### src/rtl/math_adder_seq_pkg.sv
// rtl/math_adder_seq_pkg.sv - shared types and helpers for the sequential multiword adder
package math_adder_seq_pkg;

  typedef enum logic [1:0] {
    IDLE = 2'd0,
    RUN  = 2'd1,
    DONE = 2'd2
  } adder_seq_state_t;

  // Counter width for n chunks; a single-chunk build still needs one bit.
  function automatic int cnt_width(input int n);
    return (n > 1) ? $clog2(n) : 1;
  endfunction

endpackage

### src/rtl/math_adder_chunk_cin.sv
// rtl/math_adder_chunk_cin.sv - N-bit a+b+cin built from two carry-less Kogge-Stone slices
module math_adder_chunk_cin #(
  parameter int N = 8
) (
  input  logic [N-1:0] a,
  input  logic [N-1:0] b,
  input  logic         cin,
  output logic [N-1:0] sum,
  output logic         cout
);

  logic [N-1:0] sum1;
  logic         c1;
  logic         c2;
  logic [N-1:0] cin_vec;

  always_comb begin
    cin_vec    = '0;
    cin_vec[0] = cin;
  end

  math_adder_kogge_stone_nbit #(.N(N)) u_add_ab (
    .i_a      (a),
    .i_b      (b),
    .ow_sum   (sum1),
    .ow_carry (c1)
  );

  math_adder_kogge_stone_nbit #(.N(N)) u_add_cin (
    .i_a      (sum1),
    .i_b      (cin_vec),
    .ow_sum   (sum),
    .ow_carry (c2)
  );

  // sum1 can only be all-ones when a+b did not carry, so c1 and c2 are exclusive.
  assign cout = c1 | c2;

endmodule

### src/rtl/math_adder_kogge_stone_nbit.sv
// rtl/math_adder_kogge_stone_nbit.sv - N-bit Kogge-Stone parallel-prefix adder, no carry-in
module math_adder_kogge_stone_nbit #(
  parameter int N = 8
) (
  input  logic [N-1:0] i_a,
  input  logic [N-1:0] i_b,
  output logic [N-1:0] ow_sum,
  output logic         ow_carry
);

  localparam int LEVELS = $clog2(N);

  logic [N-1:0] g;
  logic [N-1:0] p;
  logic [N-1:0] low_mask;

  // Each level doubles the span; bits below the span already hold final prefixes.
  always_comb begin
    g        = i_a & i_b;
    p        = i_a ^ i_b;
    low_mask = '0;
    for (int l = 0; l < LEVELS; l++) begin
      low_mask = ~({N{1'b1}} << (1 << l));
      g        = g | (p & (g << (1 << l)));
      p        = p & ((p << (1 << l)) | low_mask);
    end
  end

  assign ow_sum   = (i_a ^ i_b) ^ (g << 1);
  assign ow_carry = g[N-1];

endmodule

### src/rtl/math_adder_seq_multiword.sv
// rtl/math_adder_seq_multiword.sv - chunked multi-cycle wide adder; MATH_ADDER_SEQ_OVERFLOW_EN adds o_overflow
module math_adder_seq_multiword
  import math_adder_seq_pkg::*;
#(
  parameter int DATA_WIDTH = 32,
  parameter int CHUNK      = 8
) (
  input  logic                  i_clk,
  input  logic                  i_rst_n,
  input  logic                  i_valid,
  output logic                  o_ready,
  input  logic [DATA_WIDTH-1:0] i_a,
  input  logic [DATA_WIDTH-1:0] i_b,
  input  logic                  i_cin,
  output logic                  o_valid,
  input  logic                  i_ready,
  output logic [DATA_WIDTH-1:0] o_sum,
  output logic                  o_carry
`ifdef MATH_ADDER_SEQ_OVERFLOW_EN
  ,
  output logic                  o_overflow
`endif
);

  localparam int NUM_CHUNKS = (CHUNK > 0) ? DATA_WIDTH / CHUNK : 1;
  localparam int CNT_W      = cnt_width(NUM_CHUNKS);

  if (CHUNK < 1) begin : g_chk_chunk
    $error("math_adder_seq_multiword: CHUNK must be at least 1");
  end else if (DATA_WIDTH % CHUNK != 0) begin : g_chk_div
    $error("math_adder_seq_multiword: DATA_WIDTH must be a multiple of CHUNK");
  end

  adder_seq_state_t      state;
  adder_seq_state_t      state_nxt;
  logic [CNT_W-1:0]      cnt;
  logic [DATA_WIDTH-1:0] a_reg;
  logic [DATA_WIDTH-1:0] b_reg;
  logic [DATA_WIDTH-1:0] sum_reg;
  logic [DATA_WIDTH-1:0] sum_next;
  logic                  carry_reg;
  logic                  carry_out_reg;
  logic                  last_chunk;
  logic [CHUNK-1:0]      chunk_sum;
  logic                  chunk_cout;

  assign last_chunk = (cnt == CNT_W'(NUM_CHUNKS - 1));

  always_ff @(posedge i_clk) begin
    if (!i_rst_n) begin
      state <= IDLE;
    end else begin
      state <= state_nxt;
    end
  end

  always_comb begin
    state_nxt = state;
    unique case (state)
      IDLE:    if (i_valid)    state_nxt = RUN;
      RUN:     if (last_chunk) state_nxt = DONE;
      DONE:    if (i_ready)    state_nxt = IDLE;
      default:                 state_nxt = IDLE;
    endcase
  end

  always_comb begin
    o_ready = (state == IDLE);
    o_valid = (state == DONE);
  end

  math_adder_chunk_cin #(.N(CHUNK)) u_chunk (
    .a    (a_reg[CHUNK-1:0]),
    .b    (b_reg[CHUNK-1:0]),
    .cin  (carry_reg),
    .sum  (chunk_sum),
    .cout (chunk_cout)
  );

  // Result chunks enter at the top so the low chunk lands at bit 0 after the last step.
  if (NUM_CHUNKS == 1) begin : g_sum_single
    assign sum_next = chunk_sum;
  end else begin : g_sum_multi
    assign sum_next = {chunk_sum, sum_reg[DATA_WIDTH-1:CHUNK]};
  end

  always_ff @(posedge i_clk) begin
    if (!i_rst_n) begin
      a_reg         <= '0;
      b_reg         <= '0;
      sum_reg       <= '0;
      carry_reg     <= 1'b0;
      carry_out_reg <= 1'b0;
      cnt           <= '0;
    end else if (state == IDLE) begin
      if (i_valid) begin
        a_reg     <= i_a;
        b_reg     <= i_b;
        carry_reg <= i_cin;
        cnt       <= '0;
      end
    end else if (state == RUN) begin
      a_reg     <= a_reg >> CHUNK;
      b_reg     <= b_reg >> CHUNK;
      sum_reg   <= sum_next;
      carry_reg <= chunk_cout;
      cnt       <= cnt + 1'b1;
      if (last_chunk) begin
        carry_out_reg <= chunk_cout;
      end
    end
  end

  assign o_sum   = sum_reg;
  assign o_carry = carry_out_reg;

`ifdef MATH_ADDER_SEQ_OVERFLOW_EN
  logic a_msb_reg;
  logic b_msb_reg;
  logic overflow_reg;

  // Operand MSBs are shifted out during RUN, so keep copies from the accept cycle.
  always_ff @(posedge i_clk) begin
    if (!i_rst_n) begin
      a_msb_reg    <= 1'b0;
      b_msb_reg    <= 1'b0;
      overflow_reg <= 1'b0;
    end else if (state == IDLE) begin
      if (i_valid) begin
        a_msb_reg <= i_a[DATA_WIDTH-1];
        b_msb_reg <= i_b[DATA_WIDTH-1];
      end
    end else if (state == RUN && last_chunk) begin
      overflow_reg <= (a_msb_reg == b_msb_reg) && (chunk_sum[CHUNK-1] != a_msb_reg);
    end
  end

  assign o_overflow = overflow_reg;
`endif

endmodule

### config.mk
export PLATFORM = sky130hd
export DESIGN_NAME = math_adder_seq_multiword
export DESIGN_NICKNAME = d
export VERILOG_FILES = /design/src/rtl/math_adder_seq_pkg.sv /design/src/rtl/math_adder_chunk_cin.sv /design/src/rtl/math_adder_kogge_stone_nbit.sv /design/src/rtl/math_adder_seq_multiword.sv
export SDC_FILE = /design/constraint.sdc
export NUM_CORES = 1
export LEC_CHECK = 0
export ABC_CLOCK_PERIOD_IN_PS = 2600
export BUFFER_PORTS_ARGS = -buffer_cell sky130_fd_sc_hd__buf_2
export CAP_MARGIN = 10
export CORE_MARGIN = 4
export CORE_UTILIZATION = 48
export DETAILED_ROUTE_END_ITERATION = 16
export PLACE_DENSITY = 0.75
export REMOVE_ABC_BUFFERS = 1
export SYNTH_ARGS = -nofsm -noshare
export SYNTH_HDL_FRONTEND = slang
export SYNTH_HIERARCHICAL = 1
export SYNTH_SLANG_ARGS = --single-unit
export TNS_END_PERCENT = 100
### constraint.sdc
create_clock -name i_clk -period 2.6 [get_ports i_clk]
set_input_delay 0.39 -clock i_clk [delete_from_list [all_inputs] [get_ports i_clk]]
set_output_delay 0.39 -clock i_clk [all_outputs]
set_load 0.05 [all_outputs]
## Yosys cells after proc, flatten, opt, wreduce, memory -nomap -nowiden

Index checks and enable logic that the tools add are counted.

| storage, ports and cells | value |
|---|---|
| bits in registers | 102 |
| input bits | 69 |
| output and inout bits | 35 |
| word-level logic and storage cells | 60 |

| operators by class | value |
|---|---|
| add/subtract/negate cells | 1 |
| equal/unequal tests | 6 |
| muxes and demuxes | 16 |
| bitwise logic cells | 24 |
| reductions and logical operators | 6 |

Operator list:

| operator | number |
|---|---|
| $mux W32 | 6 |
| $and A8 B8 Y8 | 11 |
| $or A8 B8 Y8 | 6 |
| $xor A8 B8 Y8 | 3 |
| $mux W2 | 6 |
| $and A8 B1 Y8 | 1 |
| $xor A8 B1 Y8 | 1 |
| $pmux W2 S3 | 1 |
| $reduce_and A3 Y1 | 2 |
| $eq A2 B2 Y1 const B | 2 |
| $ne A2 B2 Y1 const B | 2 |
| $reduce_and A2 Y1 | 2 |
| $mux W1 | 3 |
| $add A2 B1 Y2 const B | 1 |
| $eq A2 B1 Y1 const B | 1 |
| $logic_not A2 Y1 | 1 |
| $ne A2 B1 Y1 const B | 1 |
| $reduce_bool A2 Y1 | 1 |
| $not A1 Y1 | 1 |
| $or A1 B1 Y1 | 1 |

## Longest topological paths before layout

Gate-level depths: netlist (run 1).

| logic depth | value |
|---|---|
| depth in word-level cells | 18 |
| gate-level depth with buffers | 15 |
| gate-level depth less buffers | 15 |

## Cells and area by module

The synthesis (run 1) kept the hierarchy.

Modules (own cells, without submodules):

| module | times used | cells an instance | area an instance (um^2) | seq. area each (um^2) |
|---|---|---|---|---|
| math_adder_seq_multiword | 1 | 389 | 3712.3 | 2042.0 |
| math_adder_kogge_stone_nbit | 2 | 41 | 332.8 | 0.0 |
| math_adder_chunk_cin | 1 | 2 | 10.0 | 0.0 |

## Worst setup path before layout (run 1)

OpenSTA, ideal clock, no wires.

| path | value |
|---|---|
| path kind | reg-to-reg |
| start | reg a_reg[0] |
| end | reg carry_reg |
| library setup time | 0.119 ns |
| arrival time | 2.414 ns |
| required time | 2.481 ns |
| slack | 0.068 ns |
| stages on the path, launching flop included | 14 |
| path buffers | 0 |
| clock period less this slack | 2.532 ns |
| path through | dfxtp_1 -> ha_1 -> inv_1 -> fa_1 -> xnor2_1 -> ha_1 -> nor2b_4 -> o21ai_2 -> a21oi_2 -> a211oi_1 -> a21oi_1 -> or2_1 -> o22ai_1 -> o2bb2ai_1 |

| between the ends | value |
|---|---|
| elaborated cells between the ends (all ways) | 24 |
| those cells by class | 2 x mux; 22 x bitwise |

RTL lines:

| what | line | RTL |
|---|---|---|
| from (decl) | math_adder_seq_multiword.sv:37 | `logic [DATA_WIDTH-1:0] a_reg;` |
| from (signal assigned) | math_adder_seq_multiword.sv:97 | `a_reg <= i_a;` |
| from (signal assigned) | math_adder_seq_multiword.sv:103 | `a_reg <= a_reg >> CHUNK;` |
| $and A8 B8 Y8 or $xor A8 B8 Y8 (tied branches) | math_adder_kogge_stone_nbit.sv:19, math_adder_kogge_stone_nbit.sv:20 |  |
| $and A8 B8 Y8, on equally long branches | math_adder_kogge_stone_nbit.sv:24, math_adder_kogge_stone_nbit.sv:25 |  |
| $or A8 B8 Y8 (tied with other cells) | math_adder_kogge_stone_nbit.sv:24 | `g = g \| (p & (g << (1 << l)));` |
| $or A8 B8 Y8 or $and A8 B8 Y8 (tied branches) | math_adder_kogge_stone_nbit.sv:24 |  |
| $or A8 B8 Y8 * | math_adder_kogge_stone_nbit.sv:24 |  |
| $xor A8 B8 Y8 * | math_adder_kogge_stone_nbit.sv:29 | `assign ow_sum = (i_a ^ i_b) ^ (g << 1);` |
| named net u_chunk.sum1[2] | math_adder_chunk_cin.sv:12 | `logic [N-1:0] sum1;` |
| $and A8 B1 Y8 or $xor A8 B1 Y8 (tied branches) | math_adder_kogge_stone_nbit.sv:19, math_adder_kogge_stone_nbit.sv:20 |  |
| [2 not listed] | -- |  |
| $or A8 B8 Y8 * | math_adder_kogge_stone_nbit.sv:24 |  |
| $and A8 B8 Y8 * | math_adder_kogge_stone_nbit.sv:24 |  |
| $or A8 B8 Y8 * | math_adder_kogge_stone_nbit.sv:24 |  |
| named net u_chunk.c2 | math_adder_chunk_cin.sv:14 | `logic c2;` |
| $or A1 B1 Y1 * | math_adder_chunk_cin.sv:37 | `assign cout = c1 \| c2;` |
| named net chunk_cout | math_adder_seq_multiword.sv:45 | `logic chunk_cout;` |
| $mux W1 * | math_adder_seq_multiword.sv:102 | `end else if (state == RUN) begin` |
| $mux W1 * | math_adder_seq_multiword.sv:95 | `end else if (state == IDLE) begin` |
| to (signal assigned) | math_adder_seq_multiword.sv:99 | `carry_reg <= i_cin;` |
| to (signal assigned) | math_adder_seq_multiword.sv:106 | `carry_reg <= chunk_cout;` |
| to (decl) | math_adder_seq_multiword.sv:41 | `logic carry_reg;` |

Mark *: on every way through the listed nets, which the timed path passes. The rest lies on a longest branch. The select of a mux whose other input is x is not followed.
A chain may end at the register's enable or synchronous reset.

## Worst setup path in the final report (run 1)

| path | value |
|---|---|
| start | reg a_reg[0] |
| end | reg carry_reg |

| between the ends | value |
|---|---|
| elaborated cells between the ends (all ways) | 24 |
| those cells by class | 2 x mux; 22 x bitwise |

RTL lines:

| what | line |
|---|---|
| $and A8 B8 Y8 or $xor A8 B8 Y8 (tied branches) | math_adder_kogge_stone_nbit.sv:19, math_adder_kogge_stone_nbit.sv:20 |
| $and A8 B8 Y8, on equally long branches | math_adder_kogge_stone_nbit.sv:24, math_adder_kogge_stone_nbit.sv:25 |
| $or A8 B8 Y8 or $and A8 B8 Y8 (tied branches) | math_adder_kogge_stone_nbit.sv:24 |
| $or A8 B8 Y8 * | math_adder_kogge_stone_nbit.sv:24 |
| $and A8 B8 Y8 * | math_adder_kogge_stone_nbit.sv:24 |
| $or A8 B8 Y8 * | math_adder_kogge_stone_nbit.sv:24 |
| $xor A8 B8 Y8 * | math_adder_kogge_stone_nbit.sv:29 |
| named net u_chunk.sum1[6] | math_adder_chunk_cin.sv:12 |
| [2 not listed] | -- |
| $or A8 B8 Y8 (tied with other cells) | math_adder_kogge_stone_nbit.sv:24 |
| $or A8 B8 Y8 or $and A8 B8 Y8 (tied branches) | math_adder_kogge_stone_nbit.sv:24 |
| $or A8 B8 Y8 * | math_adder_kogge_stone_nbit.sv:24 |
| named net u_chunk.c2 | math_adder_chunk_cin.sv:14 |
| $or A1 B1 Y1 * | math_adder_chunk_cin.sv:37 |
| named net chunk_cout | math_adder_seq_multiword.sv:45 |
| $mux W1 * | math_adder_seq_multiword.sv:102 |
| $mux W1 * | math_adder_seq_multiword.sv:95 |

Marks and branches as above.

==> reports/qor.txt, run 1 <==
Outcome: complete, but fails checks
Failing checks: negative setup slack
Worst-margin pin slew: 623 ps
IO Port Bufs: 103
Gate Count Post-Synth: 473
Sequential fraction of the synthesis area: 46.5%
Vias/cell: 5.51
CP Capture Type: flip-flop
Fin crit share: 101%
Die span in y: 104 µm
H-tree levels: 3
Initial antenna violation count: 0
DR iter-0 viols: 201
Layout cells sized above 1: 29.1%
Core Box Area: 8810 µm²
CTS tree: built
Slowest stage cell, crit path: dfxtp_2
TritonCTS Buffers: 9
Std cell rows: 34
Tmin final: 2620 ps
Worst-Skew Late Latency: 360 ps
Critical path fanouts, max: 3
Hold buffers post-CTS: 0
Yosys warnings: 6
DRC: 0
RSZ-0062 raised after global routing: true
Sink Count: 102
Antenna Diode Count: 0
Post-route setup slack: -21.7 ps
Placed inst area: 5020 µm²
CP Data Required Time: 2830 ps
Max incr delay on CP: 360 ps
Fin. Hold Viols: 0
Area growth syn-to-layout: 20.6%
Placed Cells: 671
Global route total overflow: 0
Top achievable clock speed: 381 MHz
Post-synth cell types: 38
Routability cong.: 0.909
Total wire length: 10300 µm
Post-route clock skew: 14.1 ps
Root Driver: clkbuf_8
Final cell count without fillers: 688
TNS Setup: -34.0 ps
Max-slew headroom: 58.4%
Worst-path clk slew: 100 ps
Initial Util: 49.8%
Leak Pwr: 2.19 nW
Routed length per placed instance: 15.0 µm
Commonest non-fill, non-tap cell in the layout: buf_2
Post-DRT Antenna Nets: 0
Detailed Routing Iterations Pass 1: 5
Max-Cap Viols: 0
Setup CP Type: reg2reg
Final setup violation count: 2
Die W: 104 µm
Most frequent cells in the layout: 103 x buf_2, 99 x dfxtp_1, 69 x nand2_1
Power Total: 3.61 mW
Cell Pwr Density: 683 nW/µm²
Largest net degree at the start of global routing: 53
Crit path cell chain: ha_4 -> inv_2 -> fa_2 -> nor2b_4 -> o21ai_2 -> a21oi_2 -> a211oi_2 -> xnor2_1 -> ha_1 -> o21ai_1 -> a21oi_1 -> or2_1 -> o22ai_2 -> o2bb2ai_2
Crit path DAT: 2850 ps
Clk buf depth: 2
Fin util: 60.1%
Critical path launch point type: flip-flop
Vias in the first global route: 3657
Mapped cell area: 4390 µm²
First-pass GRT wire length: 17100 µm
Pins Over Slew Limit: 0
Dpl hpwl: 7050 µm
Fin nets: 665
GRT Total Usage: 18.9%
Worst VDD drop: 0.319 mV
IO Count: 104
Via count: 3794
Final Cell Area: 5290 µm²
Die area: 10700 µm²
Flops & latches, synth: 102
HP Class: in2reg
Mean Syn Cell Area: 9.28 µm²
-- critical path: cells and delay by family (launching register included) --
family	cells	cell delay [ps]
adders and majority gates	3	830
AOI/OAI and AO/OA	7	720
DFF	1	360
xor gates and xnor gates	1	150
buffers and inverters	1	30
and+or+nand+nor	2	400
-- stage by stage --
stage,hold slack [ps],setup WS [ps]
finish,259,-21.7
global route,255,-139
CTS,246,-36.4
detailed placement,448,-149
global placement,439,-37.5
floorplan,433,-1130
-- kinds of logic after synthesis --
family                     share of synthesized area [%]
DFF                                                 46.5
other                                             0.0855
and+or+nand+nor                                     11.3
muxes                                              0.228
adders and majority gates                           5.76
buffers and inverters                               5.73
AOI/OAI and AO/OA                                   27.9
xor gates and xnor gates                            2.40
-- report_power, final --
group	switching, mW	internal [mW]	leakage (nW)
clock network	0.513	0.487	0.0935
logic	0.492	0.365	1.26
registers	0.0756	1.68	0.837
total	1.08	2.53	2.19
-- cells in the mapped netlist --
cell,count,area [µm²]
dfxtp_1,102,2040
nand2_1,69,259
o22ai_1,51,319
o2bb2ai_1,48,420
a21oi_1,40,200
nor2_1,24,90.1
clkbuf_1,18,67.6
a22oi_1,17,128
ha_1,17,213
buf_2,14,70.1
inv_1,12,45.0
xnor2_1,10,87.6
buf_6,5,56.3
nor2b_1,4,25.0
or3_1,4,25.0
nand3b_1,3,22.5
o21a_1,3,22.5
a211oi_1,2,15.0
a211oi_2,2,25.0
a21boi_2,2,22.5
a21oi_2,2,17.5
fa_1,2,40.0
nand2b_1,2,12.5
nor2b_4,2,27.5
o21ai_0,2,10.0
o21ai_2,2,17.5
or2_1,2,12.5
xor2_1,2,17.5
a2bb2o_4,1,20.0
and2_1,1,6.26
buf_1,1,3.75
clkbuf_2,1,5.00
conb_1,1,3.75
inv_2,1,3.75
mux2i_1,1,10.0
nand3_1,1,5.00
nor3b_2,1,12.5
o21bai_1,1,7.51
-- path summary, 6_finish.rpt --
path | from | to | slack [ps] | depth (start not counted)
max | a_reg[0]$_SDFFE_PN0P_ | carry_reg$_SDFFE_PN0P_ | -20 | 14
min | i_a[25] | a_reg[25]$_SDFFE_PN0P_ | 260 | 3
max reg2reg | a_reg[0]$_SDFFE_PN0P_ | carry_reg$_SDFFE_PN0P_ | -20 | 14
min reg2reg | o_sum[4]$_SDFFE_PN0P_ | o_sum[4]$_SDFFE_PN0P_ | 460 | 2
-- final cells by class --
cell class                 instances  area (µm²)
clock buffer                      11         151
clock inverter                     3        45.0
fill                             790        3520
inverter                          13        48.8
multi-input combinational        326        2180
sequential                       102        2050
tap                              108         135
timing repair buffer             125         684
-- what timing repair did --
action                                  in CTS  in global routing
gates cloned                                 0                  0
endpoints found under the setup margin       3                  4
gates resized for setup                      8                  5
setup buffers                                0                  2
pin swaps                                    8                 12
-- layer usage --
layer	part of all wire [%]	global-route usage, %	up-vias
li1	-	-	1911
met1	47	25.0	1780
met2	46	30.4	88
met3	5.2	3.92	15
met4	1.7	7.50	0
met5	0	0	-
Note: power is estimated with default switching activity, not from simulation.
==> run 2, diff against run 1 <==
ABC_CLOCK_PERIOD_IN_PS = 3400   (was 2600)
CORE_UTILIZATION = 57   (was 48)
PLACE_DENSITY = 0.84   (was 0.75)
clock period = 3.4 ns   (was 2.6 ns; I/O delays follow)
==> run 2 against run 1 <==
Compared with the run above:
- the run now ends clean
- power shrank 26%
- clock skew is 6.7 ps lower
- utilization rose by 9.0 points
- critical path depth down 1
- sequential power fell by 23%
- clock power shrank 26%
- non-clock buffer count down 17
- die area fell by 15%
- combinational power down 29%
- via count is 1.6% lower
- sequential cell count is the same
- largest cell class unchanged
==> reports/qor.txt, run 2 (synthesis gave the netlist of run 1 again) <==
CP Data Required Time: 3620 ps (was 2830 ps)
Worst path most repeated cell: ha_1
Placed Cells: 648 (was 671)
Post-CTS setup buffers: 0 (unchanged)
Place WS: 603 ps (was -149 ps)
Outcome: finished clean (was complete, but fails checks)
Routed length per placed instance: 14.9 µm (was 15.0 µm)
Post-route setup slack: 594 ps (was -21.7 ps)
Global route total overflow: 0 (unchanged)
IO Port Bufs: 103 (unchanged)
Final cell count without fillers: 663 (was 688)
Leak Pwr: 2.09 nW (was 2.19 nW)
Max-Cap Viols: 0 (unchanged)
Setup CP Type: reg2reg (unchanged)
Commonest non-fill, non-tap cell in the layout: buf_2 (unchanged)
CP delay by family, top: adder cells (unchanged)
Cell Pwr Density: 527 nW/µm² (was 683 nW/µm²)
Routability cong.: 0.843 (was 0.909)
Layout cells sized above 1: 25.0% (was 29.1%)
Met2 Use GR: 39.4% (was 30.4%)
RSZ-0062 raised after global routing: false (was true)
Largest net degree at the start of global routing: 53 (unchanged)
Worst-Skew Late Latency: 370 ps (was 360 ps)
Core Box Area: 7370 µm² (was 8810 µm²)
Die area: 9170 µm² (was 10700 µm²)
Tmin final: 2810 ps (was 2620 ps)
Die W: 95.7 µm (was 104 µm)
DRC: 0 (unchanged)
Max-slew headroom: 21.1% (was 58.4%)
Detailed Routing Iterations Pass 1: 4 (was 5)
IO Count: 104 (unchanged)
Root Driver: clkbuf_8 (unchanged)
CP Buf/Inv Count: 1 (unchanged)
Critical path fanouts, max: 4 (was 3)
Crit path cell chain: ha_1 -> inv_1 -> fa_1 -> xnor2_1 -> ha_1 -> nor2b_4 -> o21ai_2 -> a21oi_2 -> a211oi_1 -> a21oi_1 -> or2_1 -> o22ai_1 -> o2bb2ai_1 (was ha_4 -> inv_2 -> fa_2 -> nor2b_4 -> o21ai_2 -> a21oi_2 -> a211oi_2 -> xnor2_1 -> ha_1 -> o21ai_1 -> a21oi_1 -> or2_1 -> o22ai_2 -> o2bb2ai_2)
Worst-path clk slew: 90 ps (was 100 ps)
Fin crit share: 82.5% (was 101%)
Critical path launch point type: flip-flop (unchanged)
Post_cts resized: 0 (was 8)
TNS Setup: 0 ps (was -34.0 ps)
Top Usage Layer GRT: met2 (unchanged)
Vias/cell: 5.63 (was 5.51)
Pins Over Slew Limit: 0 (unchanged)
Post-DRT Antenna Nets: 0 (unchanged)
Fin nets: 648 (was 665)
HP Class: in2reg (unchanged)
Slowest stage cell, crit path: fa_1 (was dfxtp_2)
Initial Util: 59.5% (was 49.8%)
Most frequent cells in the layout: 103 x buf_2, 101 x dfxtp_1, 69 x nand2_1 (was 103 x buf_2, 99 x dfxtp_1, 69 x nand2_1)
Fin. Hold Viols: 0 (unchanged)
TritonCTS Buffers: 9 (unchanged)
Final setup violation count: 0 (was 2)
Via count: 3735 (was 3794)
Crit path DAT: 3030 ps (was 2850 ps)
CTS tree: built (unchanged)
Vias in the first global route: 3674 (was 3657)
Total wire length: 9890 µm (was 10300 µm)
Sink Count: 102 (unchanged)
First-pass GRT wire length: 16200 µm (was 17100 µm)
Die span in y: 95.7 µm (was 104 µm)
Initial antenna violation count: 0 (unchanged)
Max incr delay on CP: 450 ps (was 360 ps)
Dpl hpwl: 6720 µm (was 7050 µm)
Met3 usage: 4.22% (was 3.92%)
CP Capture Type: flip-flop (unchanged)
Antenna Diode Count: 0 (unchanged)
Worst VDD drop: 0.232 mV (was 0.319 mV)
H-tree levels: 3 (unchanged)
Post-route clock skew: 7.43 ps (was 14.1 ps)
Clk buf depth: 2 (unchanged)
GRT Total Usage: 22.4% (was 18.9%)
Top achievable clock speed: 356 MHz (was 381 MHz)
Area growth syn-to-layout: 16.1% (was 20.6%)
DR iter-0 viols: 118 (was 201)
Met1 GRT Util: 26.7% (was 25.0%)
Std cell rows: 31 (was 34)
Power Total: 2.68 mW (was 3.61 mW)
Worst-margin pin slew: 1180 ps (was 623 ps)
Hold buffers post-CTS: 0 (unchanged)
## run 2: changes by cell type in the layout (fill, tap and decap cells not counted), moves of 2 or more
cell | previous run | this run
dfxtp_1 | 99 | 101
o22ai_2 | 2 | 0
a21oi_1 | 38 | 40
fa_1 | 0 | 2
dfxtp_2 | 3 | 1
fa_2 | 2 | 0
o22ai_1 | 49 | 51
buf_4 | 21 | 5
a21oi_2 | 4 | 2
clkinv_2 | 0 | 2
## run 2: final timing paths
check	startpoint	slack (ps)	cells after the start	endpoint
setup / recovery	a_reg[0]$_SDFFE_PN0P_	590	13	carry_reg$_SDFFE_PN0P_
hold / removal	i_a[29]	370	3	a_reg[29]$_SDFFE_PN0P_
setup reg to reg	a_reg[0]$_SDFFE_PN0P_	590	13	carry_reg$_SDFFE_PN0P_
hold reg to reg	o_sum[3]$_SDFFE_PN0P_	450	2	o_sum[3]$_SDFFE_PN0P_
## run 2: where the power goes
group          total (mW)  leakage, nW  switching (mW)  internal, mW
clock               0.740       0.0952           0.386         0.354
sequential           1.34        0.837          0.0542          1.28
combinational       0.605         1.16           0.361         0.244
## run 2: worst reg2reg max path: cells and delay by family (launching register included)
kind	cells	cell delay [ps]
and+or+nand+nor	2	400
DFF	1	340
adders and majority gates	3	970
xor gates and xnor gates	1	160
AOI/OAI and AO/OA	6	730
buffers and inverters	1	60
## run 2: final cells by class
type                            count  area [µm²]
Clock buffer                       11         141
Sequential cell                   102        2040
Fill cell                         606        2280
Multi-Input combinational cell    326        2140
Tap cell                           99         124
Clock inverter                      4        47.5
Timing Repair Buffer              108         553
Inverter                           13        48.8
## run 2: stage by stage
step	utilization (%)	hold slack [ps]	cell area, µm²
6_report	69.1	374	5090
5_1_grt	69.1	380	5090
4_1_cts	69.1	364	5090
3_5_place_dp	66.6	444	4900
3_3_place_gp	66.6	440	4900
2_1_floorplan	-	433	4210
## run 2: layer usage
metal  vias up  part of all wire [%]
met2        97                    49
li1       1879                     -
met3        15                   5.9
met1      1744                    43
met5         -                     0
met4         0                   2.2
==> run 3, diff against run 2 <==
ABC_AREA = 1   (was unset)
ABC_CLOCK_PERIOD_IN_PS = 2410   (was 3400)
CORE_UTILIZATION = 50   (was 57)
PLACE_DENSITY = 0.76   (was 0.84)
clock period = 2.41 ns   (was 3.4 ns; I/O delays follow)
==> run 3 against run 2 <==
Compared with the run above:
- die area up 39%
- routed wire length up 16%
- clock skew increased by 8.9 ps
- sequential power rose by 44%
- sequential cell count unchanged
- synthesized area up 25%
- final cell count up 58%
- via count is 32% higher
- combinational power up 120%
- synthesized cell count up 73%
- global-route usage fell by 4.6 points
==> reports/qor.txt, run 3 <==
Commonest cells post-synth: 167 x nand2_1, 118 x nor2_1, 102 x dfxtp_1, 95 x inv_1, 76 x a21oi_1 (was 102 x dfxtp_1, 69 x nand2_1, 51 x o22ai_1, 48 x o2bb2ai_1, 40 x a21oi_1)
First-pass GRT wire length: 19300 µm (was 16200 µm)
Root Driver: clkbuf_8 (unchanged)
Post-synth cell types: 31 (was 38)
Dpl hpwl: 7700 µm (was 6720 µm)
Pins Over Slew Limit: 0 (unchanged)
Critical R2R Launch: b_reg[0]$_SDFFE_PN0P_ (was a_reg[0]$_SDFFE_PN0P_)
TritonCTS Buffers: 9 (unchanged)
Gate Count Post-Synth: 818 (was 473)
Die span in y: 113 µm (was 95.7 µm)
Global route total overflow: 0 (unchanged)
GRT Total Usage: 17.8% (was 22.4%)
Placed Cells: 1027 (was 648)
Setup CP Type: reg2reg (unchanged)
Cell Pwr Density: 676 nW/µm² (was 527 nW/µm²)
Detailed Routing Iterations Pass 1: 4 (unchanged)
Reg2reg end: carry_reg$_SDFFE_PN0P_ (unchanged)
Layout cells sized above 1: 22.0% (was 25.0%)
Fin. Hold Viols: 0 (unchanged)
Initial antenna violation count: 0 (unchanged)
CTS tree: built (unchanged)
H-tree levels: 3 (unchanged)
Post-route setup slack: 79.4 ps (was 594 ps)
Synth area leaders: dfxtp_1 37%, nand2_1 11%, nor2_1 8.1%, a21oi_1 6.9%, inv_1 6.5% (was dfxtp_1 47%, o2bb2ai_1 9.6%, o22ai_1 7.3%, nand2_1 5.9%, ha_1 4.8%)
Sequential fraction of the synthesis area: 37.2% (was 46.5%)
R2r setup slk: 80 ps (was 590 ps)
Sink Count: 102 (unchanged)
Routability cong.: 0.828 (was 0.843)
Final cell count without fillers: 1047 (was 663)
Critical path launch point type: flip-flop (unchanged)
Routed length per placed instance: 11.0 µm (was 14.9 µm)
R2r worst-path depth: 19 (was 13)
Commonest register cell after synthesis: dfxtp_1 (unchanged)
Worst-margin pin slew: 740 ps (was 1180 ps)
Die W: 113 µm (was 95.7 µm)
Hold endpoint: a_reg[31]$_SDFFE_PN0P_ (was a_reg[29]$_SDFFE_PN0P_)
Mean Syn Cell Area: 6.71 µm² (was 9.28 µm²)
Leak Pwr: 3.04 nW (was 2.09 nW)
Hold_sp: i_a[31] (was i_a[29])
CP Capture Type: flip-flop (unchanged)
Worst-path clk slew: 110 ps (was 90 ps)
Mapped cell area: 5490 µm² (was 4390 µm²)
Fin nets: 994 (was 648)
RSZ-0062 raised after global routing: true (was false)
Total wire length: 11500 µm (was 9890 µm)
Place WS: -61.0 ps (was 603 ps)
Initial Util: 52.2% (was 59.5%)
Yosys warnings: 6 (unchanged)
Crit path DAT: 2610 ps (was 3030 ps)
Vias/cell: 4.69 (was 5.63)
Critical path fanouts, max: 2 (was 4)
Post-synthesis async set-or-reset flop share: 0% (unchanged)
Largest net degree at the start of global routing: 60 (was 53)
Worst-Skew Late Latency: 380 ps (was 370 ps)
Outcome: finished clean (unchanged)
DRC: 0 (unchanged)
CP Data Required Time: 2690 ps (was 3620 ps)
Std cell rows: 37 (was 31)
Max-Cap Viols: 0 (unchanged)
Clk buf depth: 2 (unchanged)
Hold Crit Depth: 3 (unchanged)
Core Box Area: 10500 µm² (was 7370 µm²)
Flops & latches, synth: 102 (unchanged)
Die area: 12700 µm² (was 9170 µm²)
Worst VDD drop: 0.358 mV (was 0.232 mV)
EDFF count, synth: 0 (unchanged)
Yosys top cell area share: 37.2% (was 46.5%)
Most frequent cells in the layout: 165 x nand2_1, 118 x nor2_1, 103 x buf_2 (was 103 x buf_2, 101 x dfxtp_1, 69 x nand2_1)
Hold buffers post-CTS: 0 (unchanged)
Most common cell in the synthesized netlist: nand2_1 (was dfxtp_1)
Final setup violation count: 0 (unchanged)
IO Port Bufs: 103 (unchanged)
Via count: 4913 (was 3735)
Top achievable clock speed: 429 MHz (was 356 MHz)
Max-slew headroom: 50.6% (was 21.1%)
DR iter-0 viols: 402 (was 118)
Fin crit share: 96.7% (was 82.5%)
Area growth syn-to-layout: 15.6% (was 16.1%)
HP Class: in2reg (unchanged)
Antenna Diode Count: 0 (unchanged)
Commonest non-fill, non-tap cell in the layout: nand2_1 (was buf_2)
Post-DRT Antenna Nets: 0 (unchanged)
Vias in the first global route: 4492 (was 3674)
Tmin final: 2330 ps (was 2810 ps)
Post-route clock skew: 16.3 ps (was 7.43 ps)
Filler Cell Count: 1053 (was 606)
Cell type with the largest total area after synthesis: dfxtp_1 (unchanged)
IO Count: 104 (unchanged)
## run 3: metal layers
layer	part of all wire, %	vias up	global-route usage (%)	routed length (µm)
li1	-	2693	-	-
met1	49	2114	22.6	5580
met2	45	99	30.3	5160
met3	5.5	7	4.49	626
met4	0.94	0	4.57	108
met5	0	-	0	0
## run 3: final cells by class
| type | count | area (µm²) | area share [%] |
|---|---|---|---|
| repair buffers | 119 | 648 | 10.2 |
| multi-input cells | 569 | 2900 | 45.7 |
| well taps | 136 | 170 | 2.68 |
| inverters | 105 | 394 | 6.21 |
| clock inverters | 6 | 55.1 | 0.867 |
| clock buffers | 10 | 128 | 2.01 |
| flip-flops and latches | 102 | 2050 | 32.3 |
## run 3: per-stage QoR
stage          TNS [ps]  total power, mW  utilization, %  instance area [µm²]  hold slack [ps]
6_report              0             4.29            60.4                 6350              235
5_1_grt            -127             4.59            60.4                 6350              210
3_5_place_dp      -61.0             3.23            57.5                 6050              453
3_3_place_gp          0             3.21            57.5                 6050              446
2_1_floorplan    -41930             2.93               -                 5260              428
4_1_cts               0             4.26            59.3                 6230              220
## run 3: repair_timing
| action | 4_1_cts | 5_1_grt |
|---|---|---|
| cloned | 0 | 0 |
| setup endpoints to repair | 1 | 4 |
| setup buffers | 0 | 4 |
| pin swaps | 0 | 13 |
| resized for setup | 2 | 22 |
## run 3: cells by family after synthesis
logic type	synth area share, %
AOI/OAI and AO/OA	15.3
DFF	37.2
and+or+nand+nor	30.0
buffers and inverters	11.9
adders and majority gates	4.60
xor gates and xnor gates	0.957
other	0.0683
## run 3: how the worst max path moves through the flow
stage | from | endpoint | cells after the start
2_1_floorplan | state[0]$_SDFFE_PN0P_ | a_reg[0]$_SDFFE_PN0P_ | 3
4_1_cts | a_reg[0]$_SDFFE_PN0P_ | carry_reg$_SDFFE_PN0P_ | 19
3_5_place_dp | a_reg[0]$_SDFFE_PN0P_ | carry_reg$_SDFFE_PN0P_ | 19
5_1_grt | b_reg[0]$_SDFFE_PN0P_ | carry_reg$_SDFFE_PN0P_ | 19
6_report | b_reg[0]$_SDFFE_PN0P_ | carry_reg$_SDFFE_PN0P_ | 19
3_3_place_gp | a_reg[0]$_SDFFE_PN0P_ | carry_reg$_SDFFE_PN0P_ | 19
## run 3: worst max-delay path: stages (launching register included)
cell and delay (ps):
dfxtp_2 360, ha_4 140, inv_2 30, fa_2 380, inv_2 80, a21oi_2 50, xnor2_1 120, ha_1 280
nand2_1 80, inv_2 40, nand3_2 60, nand3_2 70, nand2_1 70, nand2_1 50, inv_1 60, nand2_2 60
inv_2 60, o21ai_2 50, a21oi_2 140, nor2_1 50
## run 3: where the power goes
part / switching (mW) / total, mW / internal [mW]
registers: 0.0854 / 1.93 / 1.84
logic: 0.821 / 1.34 / 0.516
clock network: 0.632 / 1.03 / 0.394
total: 1.54 / 4.29 / 2.75
